**src/rtl/mem_map_pkg.sv**
```systemverilog
// Shared memory map: default region bounds, I/O port addresses and the
// access classification produced by the address decoder.
package mem_map_pkg;

  localparam int              MAP_ADDR_W    = 16;
  localparam logic [15:0]     MAP_IMEM_END  = 16'h00FF;
  localparam logic [15:0]     MAP_DMEM_END  = 16'h03FF;
  localparam logic [15:0]     MAP_IN_ADDR   = 16'h0400;
  localparam logic [15:0]     MAP_OUT_ADDR  = 16'h0402;
  localparam logic [15:0]     MAP_MEM_LIMIT = 16'h0800;

  typedef enum logic [2:0] {
    NONE,
    IMEM_RD,
    DMEM_RD,
    DMEM_WR,
    IO_IN,
    IO_OUT,
    ERR
  } access_t;

endpackage

```
**src/rtl/mem_decode.sv**
```systemverilog
// Combinational classification of a read/write request against the memory map.
module mem_decode
  import mem_map_pkg::*;
#(
  parameter int               ADDR_W    = MAP_ADDR_W,
  parameter logic [ADDR_W-1:0] IMEM_END  = MAP_IMEM_END,
  parameter logic [ADDR_W-1:0] DMEM_END  = MAP_DMEM_END,
  parameter logic [ADDR_W-1:0] IN_ADDR   = MAP_IN_ADDR,
  parameter logic [ADDR_W-1:0] OUT_ADDR  = MAP_OUT_ADDR,
  parameter logic [ADDR_W-1:0] MEM_LIMIT = MAP_MEM_LIMIT
) (
  input  logic              re_in,
  input  logic              we_in,
  input  logic [ADDR_W-1:0] address,
  output access_t           access
);

  always_comb begin
    access = NONE;
    if (!re_in && !we_in) begin
      access = NONE;
    // Conflicting, misaligned and out-of-bounds requests fail regardless of region.
    end else if (re_in && we_in) begin
      access = ERR;
    end else if (address[0]) begin
      access = ERR;
    end else if (address >= MEM_LIMIT) begin
      access = ERR;
    end else if (re_in) begin
      if (address <= IMEM_END)      access = IMEM_RD;
      else if (address <= DMEM_END) access = DMEM_RD;
      else if (address == IN_ADDR)  access = IO_IN;
      else                          access = ERR;
    end else begin
      if (address <= IMEM_END)      access = ERR;
      else if (address <= DMEM_END) access = DMEM_WR;
      else if (address == OUT_ADDR) access = IO_OUT;
      else                          access = ERR;
    end
  end

endmodule

```
**src/rtl/mem_control.sv**
```systemverilog
// Memory access controller: decodes each request and drives one-hot
// registered enables/strobes, or an error flag, one cycle later.
module mem_control
  import mem_map_pkg::*;
#(
  parameter int               ADDR_W    = MAP_ADDR_W,
  parameter logic [ADDR_W-1:0] IMEM_END  = MAP_IMEM_END,
  parameter logic [ADDR_W-1:0] DMEM_END  = MAP_DMEM_END,
  parameter logic [ADDR_W-1:0] IN_ADDR   = MAP_IN_ADDR,
  parameter logic [ADDR_W-1:0] OUT_ADDR  = MAP_OUT_ADDR,
  parameter logic [ADDR_W-1:0] MEM_LIMIT = MAP_MEM_LIMIT
) (
  input  logic              clk,
  input  logic              reset_n,
  input  logic              re_in,
  input  logic              we_in,
  input  logic [ADDR_W-1:0] address,
  output logic              mem_err,
  output logic              re_out,
  output logic              we_out,
  output logic              in,
  output logic              out
);

  access_t access_next;

  logic mem_err_reg, re_out_reg, we_out_reg, in_reg, out_reg;
  logic mem_err_next, re_out_next, we_out_next, in_next, out_next;

  mem_decode #(
    .ADDR_W    (ADDR_W),
    .IMEM_END  (IMEM_END),
    .DMEM_END  (DMEM_END),
    .IN_ADDR   (IN_ADDR),
    .OUT_ADDR  (OUT_ADDR),
    .MEM_LIMIT (MEM_LIMIT)
  ) u_decode (
    .re_in   (re_in),
    .we_in   (we_in),
    .address (address),
    .access  (access_next)
  );

  always_comb begin
    mem_err_next = 1'b0;
    re_out_next  = 1'b0;
    we_out_next  = 1'b0;
    in_next      = 1'b0;
    out_next     = 1'b0;
    case (access_next)
      IMEM_RD, DMEM_RD: re_out_next  = 1'b1;
      DMEM_WR:          we_out_next  = 1'b1;
      IO_IN:            in_next      = 1'b1;
      IO_OUT:           out_next     = 1'b1;
      ERR:              mem_err_next = 1'b1;
      default:          ;
    endcase
  end

  // Asynchronous clear so an in-flight strobe drops the instant reset asserts.
  always_ff @(posedge clk or negedge reset_n) begin
    if (!reset_n) begin
      mem_err_reg <= 1'b0;
      re_out_reg  <= 1'b0;
      we_out_reg  <= 1'b0;
      in_reg      <= 1'b0;
      out_reg     <= 1'b0;
    end else begin
      mem_err_reg <= mem_err_next;
      re_out_reg  <= re_out_next;
      we_out_reg  <= we_out_next;
      in_reg      <= in_next;
      out_reg     <= out_next;
    end
  end

  assign mem_err = mem_err_reg;
  assign re_out  = re_out_reg;
  assign we_out  = we_out_reg;
  assign in      = in_reg;
  assign out     = out_reg;

endmodule

```
**config.mk**
```make
export PLATFORM = sky130hd
export DESIGN_NAME = mem_control
export DESIGN_NICKNAME = d
export VERILOG_FILES = /design/src/rtl/mem_map_pkg.sv /design/src/rtl/mem_decode.sv /design/src/rtl/mem_control.sv
export SDC_FILE = /design/constraint.sdc
export NUM_CORES = 1
export LEC_CHECK = 0
export ABC_CLOCK_PERIOD_IN_PS = 800
export CELL_PAD_IN_SITES_DETAIL_PLACEMENT = 1
export CELL_PAD_IN_SITES_GLOBAL_PLACEMENT = 1
export CORE_AREA = 2 2 39 41
export DETAILED_ROUTE_END_ITERATION = 8
export DIE_AREA = 0 0 41 43
export DONT_BUFFER_PORTS = 1
export GPL_ROUTABILITY_DRIVEN = 0
export PLACE_DENSITY = 0.46
export SKIP_LAST_GASP = 1
export SLEW_MARGIN = 30
export SYNTH_ARGS = -nofsm -noshare
export SYNTH_HDL_FRONTEND = slang
export SYNTH_HIERARCHICAL = 1
export SYNTH_SLANG_ARGS = --single-unit
export TNS_END_PERCENT = 30
```
**constraint.sdc**
```tcl
create_clock -name clk -period 0.8 [get_ports clk]
set_input_delay 0.08 -clock clk [delete_from_list [all_inputs] [get_ports clk]]
set_output_delay 0.08 -clock clk [all_outputs]
set_load 0.02 [all_outputs]
```
[Yosys cells after proc, flatten, opt, wreduce, memory -nomap -nowiden]
Cells that the tools add are included.
W data, S select, Z words.
Word-level totals
  flip-flop bits (word level): 5
  input port bits: 20
  output and inout port bits: 5
Cells by class
  $lt $le $gt $ge: 3
  eq/ne operators: 8
  multiplexer cells: 16
  reductions and logical operators: 5
Operator list (count)
  $eq A16 B11 Y1 const B: 2
  $mux W3: 9
  $ge A16 B12 Y1 const B: 1
  $le A16 B10 Y1 const B: 1
  $le A16 B8 Y1 const B: 1
  $eq A3 B3 Y1 const B: 3
  $eq A3 B2 Y1 const B: 2
  $mux W1: 5
  $mux W2: 2
  $eq A3 B1 Y1 const B: 1
  $logic_and A1 B1 Y1: 2
  $logic_not A1 Y1: 2
  $reduce_or A2 Y1: 1

[Longest topological paths before layout]
Gate-level depths: netlist (run 1).
  word-level depth: 12
  mapped depth: 6

[By module]
The synthesis (run 1) kept the hierarchy.
Modules (own cells, without submodules)
  mem_control: times used 1, cells an instance 12, area an instance 172.7 µm²
  mem_decode: times used 1, cells an instance 20, area an instance 142.6 µm²

[Worst setup path before layout (run 1)]
Ideal clock, no wire load.
  path kind: input -> register
  start point: input port address[5]
  end point: register mem_err_reg (netlist: mem_err)
  library setup time: 121 ps
  arrival time: 1322 ps
  required time: 679 ps
  path slack: -643 ps
  stages: 5
  path through: nor4_4 -> nand4_1 -> or3b_1 -> a21oi_1 -> and3b_2
On the way
  word-level cells in the longest chain between the ends: 11
  elaborated cells between the ends (all ways): 18
Ends and longest elaborated chain
  from (decl): line mem_control.sv:17  | input logic [ADDR_W-1:0] address,
  parallel branches: the longest is 5 deep, another holds $le A16 B10 Y1
  $mux W3 (*): line mem_decode.sv:27  | end else if (address >= MEM_LIMIT) begin
  $mux W3 (*): line mem_decode.sv:25  | end else if (address[0]) begin
  $mux W3 (*): line mem_decode.sv:23  | end else if (re_in && we_in) begin
  $mux W3 (*): line mem_decode.sv:20  | if (!re_in && !we_in) begin
  net access_next[0]: line mem_control.sv:25  | access_t access_next;
  $eq A3 B3 Y1 (*): line mem_control.sv:50  | case (access_next)
  $mux W1 (*): line mem_control.sv:50
  net mem_err_next: line mem_control.sv:28  | logic mem_err_next, re_out_next, we_out_next, in_next, out_next;
  to (signal assigned): line mem_control.sv:69  | mem_err_reg <= mem_err_next;
  to (decl): line mem_control.sv:27  | logic mem_err_reg, re_out_reg, we_out_reg, in_reg, out_reg;
Mark *: on every way through the listed nets, which the timed path passes.

[Worst setup path in the final report (run 1)]
Ends and elaborated chain as after synthesis.

==> reports/results.ini, run 1 <==
[run_status]
outcome=finished with violations
violations=negative setup slack

[clock_network]
clkSlewWorstSetupHoldPaths_ns=0.04
clockBufferDepth=2
htree_levels=1
cts-root-buf=clkbuf_4
cts_tree=yes
cts_sinks=5
cts_setup_buffers=0
numCtsBuffers=3

[drt]
num_vias=287
ant_nets=0
routed_wl_um=757
first_pass_iters=3
viasPerCell=5.13
drc_errors=0
drt-initial-drc-count=1
wire_per_inst_um=13.5

[sta]
worstMarginPinSlew_ns=0.401
drv_slew=0
tns_ns=-1.67
rsz0062_at_grt=true
finalCriticalPeriod_ns=1.21
setup_viol=5
hold_ws_ns=0.120
final.setup.worst_slack_ns=-0.405
fmax_mhz=830
finalCritPeriodShare_pct=151
hold_violations=0
maxSlewHeadroom_pct=73.1

[pwr]
p_total_uw=641
intPower_uw=490
p_sw_uw=151
p_comb_share_pct=10.5
seqPwrFrac_pct=43.5
p_leak_nw=0.149
ir_drop_mv=0.221
pwr-share-clk_pct=46.0
switching_share_pct=23.5
power.density_mw_per_mm2=1580

[global_route]
grt_pass1_wl_um=1150
grt.overflow.total=0
track_usage_pct=10.1
first_global_vias=299
grt_start_max_net_pins=8
antenna_found_initial=0

[critical_path]
worstPathMaxFanout=5
end_kind=flip-flop
critPathKind=primary input to flip-flop
critPathArrivalTime_ns=1.33
crit_required_ns=0.93
start_kind=primary input

[die]
die_x_um=41
rows=14
dieArea_sq_mm=0.00176
io_pins=25
core_area_sq_mm=0.00138
chipHeight_um=43
initial_utilization_pct=22.8

[finish]
layout-drive-gt1-share_pct=32.5
mostFrequentLayoutCells=nor2_1, dfrtp_1, nand2_1, clkbuf_4, buf_4
finish.utilization_pct=29.3
area_delta_synth_final_pct=28.6
nNetsFinal=61
layout.cells.most_common=nor2_1
instances_no_fill=56
antenna_cells=0

[synthesis]
syn-cell-area_sq_um=315
yosysSeqAreaShare_pct=39.7
syn_area_per_cell_sq_um=9.85
syn_inst=32
synth_seq_cells=5
ys_types=20
yosys_warnings=6
synth_fp_nets=52

[placed_design]
placed_cells=51
portBuffers=0

[run]
cap_violations=0

[hold_path]
hp-class=primary input to async pin

-- power groups by stage --
stage	Sequential [mW]	Clock [mW]	Combinational [mW]
4_1_cts	0.280	0.305	0.0683
6_report	0.279	0.295	0.0674
3_5_place_dp	0.284	0	0.0588
3_3_place_gp	0.283	0	0.0562
2_1_floorplan	0.282	0	0.0433
5_1_grt	0.281	0.328	0.0755
-- area by class of cell --
cell class | count | area [sq um]
Fill cell | 166 | 978
Multi-Input combinational cell | 27 | 201
Sequential cell | 5 | 125
Timing Repair Buffer | 4 | 32.5
Clock buffer | 4 | 26.3
Tap cell | 16 | 20.0
-- path summary, 6_finish.rpt --
kind                        startpoint      end  slack [ns]  cells past startpoint
max in group asynchronous      reset_n      out        0.49                      1
setup / recovery            address[5]  mem_err       -0.41                      5
min in group clk           address[10]   we_out        0.14                      4
hold / removal                 reset_n       in        0.12                      1
-- cells in the mapped netlist (all sizes together) --
cell type	number	share of area [%]
nand2	3	3.6
nor2	6	7.1
o22ai	1	2.0
or3b	2	5.6
nand4	1	2.0
nand3b	1	2.4
xnor2	1	2.8
o32a	1	3.6
and3b	2	6.3
dfrtp	5	40
a21oi	1	1.6
nor4	2	8.7
a21o	1	2.4
and4bb	1	4.0
nor3b	1	2.4
a31oi	1	2.0
o21ai	1	1.6
o21a	1	2.4
-- logic make-up (layout without fill, tap and decap cells) --
family | count (synthesis) | after routing | share of synthesized area [%]
and+or+nand+nor | 19 | 19 | 42.1
AOI/OAI and AO/OA | 7 | 7 | 15.5
DFF | 5 | 5 | 39.7
xor gates and xnor gates | 1 | 1 | 2.78
buffers and inverters | 0 | 8 | 0
-- metrics by stage --
step	setup WS, ns	area, sq um
detailed placement	-0.698	362
CTS	-0.406	405
floorplan	-0.564	319
finish	-0.405	405
global route	-0.500	405
global placement	-0.642	362
-- routing by layer --
| metal | global-route usage (%) | share of wire (%) | vias up |
|---|---|---|---|
| li1 | - | - | 137 |
| met1 | 9.49 | 37 | 128 |
| met2 | 16.6 | 53 | 20 |
| met3 | 1.57 | 8.2 | 2 |
| met4 | 10.0 | 2.5 | 0 |
| met5 | 0 | 0 | - |
-- worst max-delay path, cell delays in order --
cell	delay (ns)
nor4_4	0.26
nand4_1	0.15
or3b_1	0.42
a21oi_4	0.20
and3b_2	0.23
-- what timing repair did --
action | 4_1_cts | 5_1_grt
pin swaps | 0 | 1
hold endpoints to repair | 5 | 0
gates resized for setup | 1 | 0
hold buffers | 1 | 0
endpoints found under the setup margin | 5 | 5
Power figures use the tool's default switching activity.
==> run 2: changes to the inputs <==
ABC_CLOCK_PERIOD_IN_PS = 1500   (was 800)
PLACE_DENSITY = 0.44   (was 0.46)
clock period = 1.5 ns   (was 0.8 ns; I/O delays follow)
==> reports/results.ini, run 2 (synthesized netlist as in run 1, its figures left out) <==
[hold_path]
hold_depth=2
hp-class=primary input to flip-flop
hp-start=re_in
min_to=re_out

[die]
io_pins=25  ; unchanged
rows=14  ; unchanged
chipHeight_um=43  ; unchanged
dieArea_sq_mm=0.00176  ; unchanged
core_area_sq_mm=0.00138  ; unchanged
initial_utilization_pct=22.8  ; unchanged
die_x_um=41  ; unchanged

[sta]
maxSlewHeadroom_pct=69.9  ; -3.2 points
drv_slew=0  ; unchanged
tns_ns=0  ; +1.67 ns
hold_violations=0  ; unchanged
fmax_mhz=770
finalCritPeriodShare_pct=86.6
finalCriticalPeriod_ns=1.30
rsz0062_at_grt=false
setup_viol=0  ; -5
worstMarginPinSlew_ns=0.449  ; +0.0475 ns
hold_ws_ns=0.153  ; +0.0326 ns

[placed_design]
portBuffers=0  ; unchanged
hpwlAfterDp_um=655
placed_cells=50  ; -2.0%

[finish]
layout.cells.most_common=nor2_1
layout-drive-gt1-share_pct=30.8  ; -1.7 points
n_fill_cell=162  ; -2.4%
mostFrequentLayoutCells=nor2_1, dfrtp_1, nand2_1, clkbuf_4
instances_no_fill=55  ; -1.8%
area_delta_synth_final_pct=23.8
nNetsFinal=60  ; -1.6%
antenna_cells=0  ; unchanged

[drt]
routed_wl_um=775  ; +2.4%
num_vias=288  ; +0.35%
ant_nets=0  ; unchanged
viasPerCell=5.24  ; +2.2%
wire_per_inst_um=14.1  ; +4.2%
first_pass_iters=2  ; -1
drc_errors=0  ; unchanged
drt-initial-drc-count=4  ; +3

[pwr]
p_leak_nw=0.145  ; -3.2%
p_total_uw=335  ; -48%
power.density_mw_per_mm2=859  ; -46%
ir_drop_mv=0.123  ; -44%

[global_route]
grt_start_max_net_pins=8  ; unchanged
grt_pass1_wl_um=1290  ; +12%
first_global_vias=319  ; +6.7%
track_usage_pct=11.7  ; +1.6 points
grt.overflow.total=0  ; unchanged
antenna_found_initial=0  ; unchanged

[clock_network]
cts_resized=0  ; -1
htree_levels=1  ; unchanged
clkSlewWorstSetupHoldPaths_ns=0.04  ; about the same
cts_sinks=5  ; unchanged
cts-root-buf=clkbuf_4
numCtsBuffers=3  ; unchanged
cts_tree=yes
clockBufferDepth=2  ; unchanged
cts_setup_buffers=0  ; unchanged

[critical_path]
start_kind=primary input
critPathArrivalTime_ns=1.43  ; +0.10 ns
crit_required_ns=1.63  ; +0.70 ns
worstPathMaxFanout=5  ; unchanged
critPathKind=primary input to flip-flop
end_kind=flip-flop

[run_status]
outcome=finished clean

[run]
cap_violations=0  ; unchanged

run 2: worst max-delay path, cell delays in order:
cell and delay [ns]:
nor4_4 0.27, nand4_1 0.14, or3b_1 0.38, a21oi_2 0.24, and3b_2 0.23
run 2: worst max path at each step:
stage                     startpoint  endpoint  slack, ns
after floorplan           address[5]   mem_err       0.05
after global placement    address[5]   mem_err      -0.06
after detailed placement  address[5]   mem_err      -0.08
after CTS                 address[5]   mem_err       0.18
after global routing      address[5]   mem_err        0.1
final                     address[5]   mem_err       0.20
run 2: metal layers:
metal  vias up  track usage (%)  wire length (um)
li1        135                -                 -
met1       131             11.1               247
met2        20             17.5               430
met3         2             2.62                77
met4         0             14.0                19
met5         -                0                 0
run 2: stage by stage:
stage          setup slack [ns]  utilization (%)  cell area, sq um
2_1_floorplan            0.0525                -               319
3_3_place_gp            -0.0561             25.6               354
3_5_place_dp            -0.0772             25.6               354
4_1_cts                   0.181             28.2               390
5_1_grt                  0.0961             28.2               390
6_report                  0.202             28.2               390
run 2: report_power, final:
group	total [mW]	leakage, nW	internal [mW]	switching [mW]
Combinational	0.0332	0.0641	0.0185	0.0147
Clock	0.153	0.0150	0.100	0.0527
Sequential	0.149	0.0656	0.141	0.00841
Total	0.335	0.145	0.259	0.0758
run 2: cell type report:
| cell class | instances | area (sq um) | area share (%) |
|---|---|---|---|
| Multi-Input combinational cell | 27 | 194 | 49.7 |
| Sequential cell | 5 | 125 | 32.1 |
| Clock buffer | 4 | 26.3 | 6.73 |
| Timing Repair Buffer | 3 | 25.0 | 6.41 |
| Tap cell | 16 | 20.0 | 5.13 |
run 2: timing repair:
action,4_1_cts,5_1_grt
endpoints found under the setup margin,0,0
hold endpoints to repair,5,0
hold buffers,1,0
==> run 3: changes to the inputs <==
ABC_CLOCK_PERIOD_IN_PS = 1200   (was 1500)
clock period = 1.2 ns   (was 1.5 ns; I/O delays follow)
==> reports/results.ini, run 3 (synthesized netlist as in run 1, its figures left out) <==
[sta]
hold_violations=0  ; unchanged
rsz0062_at_grt=true
hold_ws_ns=0.164  ; +0.0117 ns
finalCritPeriodShare_pct=103
setup_viol=1  ; +1
drv_slew=0  ; unchanged
tns_ns=-0.0362  ; -0.0362 ns
final.setup.worst_slack_ns=-0.0362  ; -0.238 ns
maxSlewHeadroom_pct=70.4  ; +0.42 points
fmax_mhz=809
worstMarginPinSlew_ns=0.442  ; -0.00630 ns
finalCriticalPeriod_ns=1.24

[clock_network]
numCtsBuffers=3  ; unchanged
cts_sinks=5  ; unchanged
htree_levels=1  ; unchanged
clockBufferDepth=2  ; unchanged
clkSlewWorstSetupHoldPaths_ns=0.04  ; about the same
cts_tree=yes
cts-root-buf=clkbuf_4

[pwr]
ir_drop_mv=0.158  ; +29%
p_leak_nw=0.155  ; +6.8%
power.density_mw_per_mm2=1030  ; +20%

[finish]
layout-drive-gt1-share_pct=34.1  ; +3.4 points
finish.utilization_pct=29.8  ; +1.6 points
layout.cells.most_common=nor2_1
antenna_cells=0  ; unchanged
area_delta_synth_final_pct=31.0
mostFrequentLayoutCells=nor2_1, dfrtp_1, buf_4, nand2_1, clkbuf_4
instances_no_fill=57  ; +3.6%
nNetsFinal=62  ; +3.3%

[die]
core_area_sq_mm=0.00138  ; unchanged
die_x_um=41  ; unchanged
rows=14  ; unchanged
initial_utilization_pct=22.8  ; unchanged
io_pins=25  ; unchanged
chipHeight_um=43  ; unchanged
dieArea_sq_mm=0.00176  ; unchanged

[critical_path]
end_kind=flip-flop
start_kind=primary input
critPathKind=primary input to flip-flop
worstPathMaxFanout=5  ; unchanged
critical_path.slowest_cell=or3b_1
cp_num_buf_inv=0  ; unchanged
crit_required_ns=1.33  ; -0.30 ns
critical-path-top-delay-family=simple AND/OR/NAND/NOR gates
crit_chain=nor4_4 -> nand4_1 -> or3b_1 -> a21oi_4 -> and3b_2
critPathArrivalTime_ns=1.36  ; -0.07 ns
critical_path.max_stage_delay_ns=0.41  ; +0.03 ns

[drt]
wire_per_inst_um=13.5  ; -4.0%
num_vias=303  ; +5.2%
drc_errors=0  ; unchanged
first_pass_iters=1  ; -1
viasPerCell=5.32  ; +1.5%
routed_wl_um=771  ; -0.52%
ant_nets=0  ; unchanged
drt-initial-drc-count=0  ; -4

[global_route]
first_global_vias=307  ; -3.8%
grt_pass1_wl_um=1280  ; -0.54%
grt_start_max_net_pins=8  ; unchanged
track_usage_pct=11.7  ; unchanged
antenna_found_initial=0  ; unchanged
grt.overflow.total=0  ; unchanged

[run_status]
outcome=finished with violations
violations=negative setup slack

[run]
cap_violations=0  ; unchanged

[placed_design]
portBuffers=0  ; unchanged
placed_cells=52  ; +4.0%
pre_cts_slack_ns=-0.310  ; -0.233 ns

[hold_path]
hp-class=primary input to async pin

==> run 3: cell types whose count changed in the layout (fill, tap and decap cells not counted) <==
| cell | change |
|---|---|
| a21oi_2 | -1 |
| buf_4 | +2 |
| a21oi_4 | +1 |
==> run 3: worst max path at each step <==
stage	cells after the start	startpoint	to	slack, ns
after CTS	5	address[5]	mem_err	-0.05
after detailed placement	5	address[5]	mem_err	-0.31
after global routing	5	address[5]	mem_err	-0.12
after global placement	5	address[5]	mem_err	-0.28
final	5	address[5]	mem_err	-0.04
after floorplan	5	address[5]	mem_err	-0.20
==> run 3: where the power goes <==
part           switching (mW)  total [mW]  internal [mW]
Clock                  0.0649       0.190          0.125
Sequential             0.0107       0.186          0.176
Combinational          0.0201      0.0475         0.0275
Total                  0.0957       0.424          0.329
==> run 3: cell type report <==
cell class	count	area, sq um
fill	165	971
multi-input combinational	27	201
sequential	5	125
timing repair buffer	5	40.0
clock buffer	4	26.3
tap	16	20.0
==> run 3: stage by stage <==
stage | instance area [sq um] | power [mW]
detailed placement | 369 | 0.231
CTS | 405 | 0.438
finish | 413 | 0.424
floorplan | 319 | 0.217
global route | 413 | 0.468
global placement | 369 | 0.228
==> run 3: what timing repair did <==
item | CTS | global route
hold buffers | 1 | 0
setup endpoints to repair | 2 | 5
gates cloned | 0 | 0
resized for setup | 0 | 1
buffers inserted | 0 | 0
endpoints found under the hold margin | 5 | 0
==> run 3: layer usage <==
layer / track usage [%] / vias to the layer above / routed length [um]
met2: 17.5 / 22 / 413
met4: 16.0 / 0 / 19
met3: 2.62 / 2 / 91
li1: - / 138 / -
met1: 10.1 / 141 / 246
met5: 0 / - / 0
